## config.mk

```make
export PLATFORM = sky130hd
export DESIGN_NAME = instr_sequencer
export DESIGN_NICKNAME = d
export VERILOG_FILES = /design/src/rtl/instr_sequencer.sv
export SDC_FILE = /design/constraint.sdc
export NUM_CORES = 1
export LEC_CHECK = 0
export CORE_ASPECT_RATIO = 0.6
export CORE_MARGIN = 5
export CORE_UTILIZATION = 45
export CTS_BUF_LIST = sky130_fd_sc_hd__clkbuf_4
export CTS_CLUSTER_DIAMETER = 150
export DETAILED_ROUTE_END_ITERATION = 12
export PLACE_DENSITY = 0.79
export SLEW_MARGIN = 15
export SYNTH_ARGS = -nofsm -noshare
export SYNTH_HDL_FRONTEND = slang
export SYNTH_SLANG_ARGS = --single-unit
```

## constraint.sdc

```tcl
create_clock -name clk -period 4.4 [get_ports clk]
set_input_delay 0.66 -clock clk [delete_from_list [all_inputs] [get_ports clk]]
set_output_delay 0.66 -clock clk [all_outputs]
set_load 0.02 [all_outputs]
```

## src/rtl/instr_sequencer.sv

```systemverilog
// rtl/instr_sequencer.sv - multi-cycle fetch/execute sequencer for the A/B accumulator datapath
module instr_sequencer #(
  parameter int              PC_W    = 8,
  parameter int              OP_W    = 7,
  parameter int              LIT_W   = 8,
  parameter logic [OP_W-1:0] HALT_OP = {OP_W{1'b1}}
) (
  input  logic                  clk,
  input  logic                  rst,
  input  logic                  start,
  output logic                  imem_req,
  output logic [PC_W-1:0]       imem_addr,
  input  logic                  imem_ack,
  input  logic [OP_W+LIT_W-1:0] imem_data,
  output logic [OP_W-1:0]       opcode,
  output logic [LIT_W-1:0]      lit,
  output logic                  exec_en,
  output logic [PC_W-1:0]       pc,
  output logic                  busy,
  output logic                  halted,
  output logic [15:0]           retired
);

  localparam int IW = OP_W + LIT_W;

  typedef enum logic [1:0] {
    ST_IDLE  = 2'd0,
    ST_FETCH = 2'd1,
    ST_EXEC  = 2'd2,
    ST_HALT  = 2'd3
  } state_t;

  state_t          state_q, state_d;
  logic [PC_W-1:0] pc_q, pc_d;
  logic [IW-1:0]   ir_q, ir_d;
  logic [15:0]     retired_q, retired_d;

  // Next-state logic: capture on acked fetch, count retirements, restart from HALT at address 0
  always_comb begin
    state_d   = state_q;
    pc_d      = pc_q;
    ir_d      = ir_q;
    retired_d = retired_q;
    unique case (state_q)
      ST_IDLE: begin
        if (start) state_d = ST_FETCH;
      end
      ST_FETCH: begin
        if (imem_ack) begin
          ir_d = imem_data;
          if (imem_data[IW-1:LIT_W] == HALT_OP) begin
            state_d = ST_HALT;
          end else begin
            pc_d    = pc_q + PC_W'(1);
            state_d = ST_EXEC;
          end
        end
      end
      ST_EXEC: begin
        if (retired_q != 16'hFFFF) retired_d = retired_q + 16'd1;
        state_d = ST_FETCH;
      end
      ST_HALT: begin
        if (start) begin
          pc_d    = '0;
          state_d = ST_FETCH;
        end
      end
      default: state_d = ST_IDLE;
    endcase
  end

  // State registers; reset abandons any in-flight fetch
  always_ff @(posedge clk) begin
    if (rst) begin
      state_q   <= ST_IDLE;
      pc_q      <= '0;
      ir_q      <= '0;
      retired_q <= '0;
    end else begin
      state_q   <= state_d;
      pc_q      <= pc_d;
      ir_q      <= ir_d;
      retired_q <= retired_d;
    end
  end

  assign imem_req  = (state_q == ST_FETCH);
  assign imem_addr = pc_q;
  assign exec_en   = (state_q == ST_EXEC);
  assign busy      = (state_q == ST_FETCH) || (state_q == ST_EXEC);
  assign halted    = (state_q == ST_HALT);
  assign pc        = pc_q;
  assign opcode    = ir_q[IW-1:LIT_W];
  assign lit       = ir_q[LIT_W-1:0];
  assign retired   = retired_q;

endmodule

```

== Word level (Yosys, flattened, before mapping) ==
Cells that the tools add are included.

* Word-level logic and storage cells: 31
* Register bits: 41
* Output and inout port bits: 51

* Mux-type cells: 8
* Add/sub/neg operators: 2
* Reductions and logical operators: 8
* Equality and inequality tests: 9

{| class="wikitable"
|+ Operators by type and width
! kind !! count
|-
| two-way mux 8 bit || 3
|-
| adder 16 x 1 -> 16 bit, second input constant || 1
|-
| != test 16 bit, second input constant || 1
|-
| one-hot mux 8 bit (2 select lines) || 1
|-
| adder 8 x 1 -> 8 bit, second input constant || 1
|-
| == test 7 bit, second input constant || 1
|-
| one-hot mux 2 bit (3 select lines) || 1
|-
| AND reduction 2 bit || 3
|-
| == test 2 bit, second input constant || 2
|-
| two-way mux 2 bit || 2
|-
| != test 2 x 1 -> 1 bit, second input constant || 2
|-
| != test 2 bit, second input constant || 2
|-
| AND reduction 4 bit || 1
|-
| == test 2 x 1 -> 1 bit, second input constant || 1
|-
| zero test 2 bit || 1
|-
| nonzero test 2 bit || 1
|-
| OR reduction 2 bit || 1
|-
| logical OR 1 bit || 1
|-
| two-way mux 1 bit || 1
|}

== Longest topological paths before layout ==
* Word-level depth: 4
* Gate-level depth with buffers: 7
* Gate-level depth less buffers: 6

== Worst setup path before layout ==
No wires, ideal clock.

* Path type: reg2reg
* Start: register state_q[0]
* End: register retired_q[15], in the netlist retired[15]
* Cell stages (with the launch flop): 7
* Data required time: 4.277 ns
* Setup time: 0.123 ns
* Data arrival time: 1.729 ns
* Period minus slack after synthesis: 1.852 ns
* Setup slack: 2.548 ns
* Path buffers: 0
* Cells stage by stage: dfxtp_1 inv_1 ha_1 and4_4 nand2_4 nor4_1 mux2_1

* Word-level cells in the longest chain between the ends: 2

{| class="wikitable"
|+ RTL lines
! what !! RTL line !! RTL
|-
| start: declaration || 33 || <nowiki>state_t state_q, state_d;</nowiki>
|-
| start signal: assignment || 81 || <nowiki>state_q <= state_d;</nowiki>
|-
| == test 2 bit || -- ||
|-
| via exec_en || 17 || <nowiki>output logic exec_en,</nowiki>
|-
| AND reduction 2 bit (no source line) || -- ||
|-
| end signal: assignment || 84 || <nowiki>retired_q <= retired_d;</nowiki>
|-
| end: declaration || 36 || <nowiki>logic [15:0] retired_q, retired_d;</nowiki>
|}

The timed path passes the listed nets, and every way through them passes these cells.
A chain may end at the register's enable or synchronous reset.

== Final worst setup path ==
* Start: register state_q[0]
* End: output port busy

* Word-level cells in the longest chain between the ends: 2
* Elaborated cells between the ends (all ways): 3
* Those cells by class: eq/ne (2); reduce/logical (1)

{| class="wikitable"
|+ RTL lines
! what !! RTL line !! RTL
|-
| == test 2 x 1 -> 1 bit or == test 2 bit (tied branches) || 91 || <nowiki>assign busy = (state_q == ST_FETCH) || (state_q == ST_EXEC);</nowiki>
|-
| logical OR 1 bit * || 91 ||
|-
| end: declaration || 19 || <nowiki>output logic busy,</nowiki>
|}

Mark *: on every way between the ends. The rest lies on a longest branch, timed or not.

==> flow_metrics.py <==
metrics = {
    "worst_setup_path": {
        "reg2reg_to": "imem_addr[1]",
        "rr_startpoint": "state_q[0]",
        "worstSetupEndpointType": "output pin",
        "worstSetupStartpointType": "flip-flop",
        "r2r_cells": 5,
        "crit_path_max_fanout": 5,
        "worstPathRequired_ps": 3740,
        "crit_type": "reg -> out",
        "ff2ff_setup_slack_ps": 2150,
        "arrival_ps": 1830,
    },
    "flow_run": {
        "maxCapViolations": 0,
    },
    "final_layout": {
        "final_nets": 330,
        "mostFrequentLayoutCells": "clkdlybuf4s50_1 (69), dfxtp_1 (41), nand2_1 (39), a21oi_1 (28), nor2_1 (11)",
        "area_growth_pct": 35.9,
        "diodes": 0,
        "final_area_um2": 2830,
        "fill_cells": 410,
        "drive_above_1_share_pct": 7.49,
        "final_common_cell": "clkdlybuf4s50_1",
    },
    "placed_design": {
        "gp_congestion": 0.827,
        "io_buffer_count": 69,
        "hpwl_mm": 3.96,
        "dpl_cell_area_um2": 2750,
    },
    "hold_path": {
        "hold_start": "ir_q[2]",
        "min_to": "ir_q[2]",
        "min_path_type": "reg -> reg",
        "whs_path_depth": 2,
    },
    "cts": {
        "ctsHoldBuffers": 0,
        "tritoncts": "built",
        "cts-resized-gates": 0,
        "numCtsBuffers": 5,
        "clkTransAtPathRegs_ps": 120,
        "cts_sinks": 41,
        "clkLatencyLatePin_ps": 340,
        "post_cts_buffers": 0,
        "htreeDepth": 2,
        "cts.path.max_buffers": 2,
        "root_buffer": "clkbuf_4",
    },
    "sta": {
        "relSlewSlack_pct": 54.3,
        "setup_viol": 0,
        "timing.fmax_ghz": 0.402,
        "period_needed_ps": 2490,
        "tightest_slew_ps": 684,
        "slew_violations": 0,
        "finalSetupTns_ps": 0,
        "hold_violations": 0,
        "finalClockSkew_ps": 3.98,
        "rsz0062_at_grt": "no",
        "post-route-period-util_pct": 56.5,
    },
    "synth": {
        "synthFlopType": "dfxtp_1",
        "async_flop_share_pct": 0,
        "syn_nets": 272,
        "yosysWarningCount": 0,
        "netlist_area_um2": 2080,
        "synth-seq-cells": 41,
        "synth_cell_type_count": 49,
        "syn_avg_cell_area_um2": 8.38,
        "synth_edf_count": 0,
        "syn_inst": 248,
        "seq_area_frac_synth_pct": 39.5,
    },
    "global_routing": {
        "overflow": 0,
        "top_usage_layer": "met1",
        "track_usage_pct": 18.2,
        "grt_pass1_vias": 1845,
        "use_met1_pct": 27.4,
        "antenna_found_initial": 0,
        "grt_use_met2_pct": 24.6,
        "grt_pass1_wl_mm": 9.28,
        "grt_start_max_net_pins": 45,
        "grt.met3_usage_pct": 5.69,
    },
    "detailed_routing": {
        "routed_wl_mm": 5.50,
        "vias_per_cell": 5.61,
        "wl_per_cell_um": 14.9,
        "first_pass_iters": 4,
        "initialDrtViolationCount": 134,
        "drc": 0,
        "vias": 2077,
        "ant_nets": 0,
    },
    "die": {
        "rows": 19,
        "start_util_pct": 46.0,
        "die_w_um": 97.7,
        "die_h_um": 62.6,
        "die-area_um2": 6120,
        "core_area_um2": 4520,
        "pin_count": 70,
    },
    "outcome": {
        "status": "finished, final reports clean",
    },
    "pwr": {
        "p_leak_nw": 1.02,
        "irDropWorstVdd_mv": 0.171,
        "power_density_nw_per_um2": 278,
    },
}
==> sequential cells by signal, summed over array words and instances (netlist names) <==
| signal | count |
|---|---|
| imem_addr | 8 |
| ir_q | 15 |
| retired | 16 |
| state_q | 2 |
==> power by group <==
group          total, W  internal [W]  switching (W)
Sequential     0.000396      0.000384      0.0000119
Clock          0.000243      0.000125       0.000119
Combinational  0.000145     0.0000656      0.0000795
Total          0.000785      0.000574       0.000210
==> critical path, stage by stage, from the launching register on <==
cell,delay [ps]
dfxtp_1,440
inv_1,80
ha_1,300
inv_1,70
clkdlybuf4s50_1,600
==> cell families (layout without fill, tap and decap cells) <==
group | Yosys count | after routing | share of synthesized area (%)
xor+xnor | 2 | 2 | 0.843
flops | 41 | 41 | 39.5
fa+ha+maj | 5 | 5 | 3.01
simple gates | 105 | 105 | 27.5
mux | 2 | 2 | 1.02
compound gates | 67 | 67 | 21.7
buf+inv | 26 | 85 | 6.50
==> routing by layer <==
layer	up-vias	routed length [µm]
met4	0	38
li1	1031	-
met3	5	493
met1	957	2820
met2	84	2150
met5	-	0
==> cells in the mapped netlist (3+ instances only) <==
cell type | number | area (µm²)
dfxtp_1 | 41 | 821
clkbuf_1 | 9 | 33.8
a21oi_1 | 28 | 140
nand2_1 | 39 | 146
or4_1 | 3 | 22.5
a211oi_1 | 7 | 52.6
and3_1 | 4 | 25.0
nand4_1 | 7 | 43.8
nor4_1 | 4 | 25.0
buf_4 | 8 | 60.1
nor2_1 | 11 | 41.3
or3_1 | 3 | 18.8
o31ai_1 | 4 | 30.0
nor3_1 | 4 | 20.0
nand3_1 | 8 | 40.0
o21ai_0 | 7 | 35.0
inv_1 | 7 | 26.3
ha_1 | 5 | 62.6
nor2b_1 | 6 | 37.5
==> worst max path at each step <==
stage	startpoint	to	slack, ps	depth (start not counted)
3_3_place_gp	imem_ack	imem_addr[6]	1860	5
6_report	state_q[0]	busy	1910	4
5_1_grt	state_q[0]	busy	1780	4
2_1_floorplan	state_q[0]	retired[15]	2550	6
3_5_place_dp	imem_ack	imem_addr[6]	1820	5
4_1_cts	state_q[0]	busy	1900	4
==> metrics by stage <==
step	utilization, %	hold WS (ps)	setup slack [ps]	power [W]	instances
floorplan	-	514	2550	0.000483	248
global placement	60.8	446	1860	0.000546	362
detailed placement	60.8	449	1820	0.000548	362
CTS	62.5	466	1900	0.000792	370
global route	62.5	481	1780	0.000826	370
finish	62.5	461	1910	0.000785	370
==> layout make-up <==
| cell class | count | area [µm²] | share of cell area, % |
|---|---|---|---|
| repair buffers | 70 | 698 | 24.7 |
| well taps | 63 | 78.8 | 2.79 |
| multi-input cells | 181 | 1120 | 39.7 |
| flip-flops and latches | 41 | 821 | 29.1 |
| clock inverters | 2 | 33.8 | 1.20 |
| clock buffers | 6 | 45.0 | 1.59 |
| inverters | 7 | 26.3 | 0.930 |
Note: power is estimated with default switching activity, not from simulation.
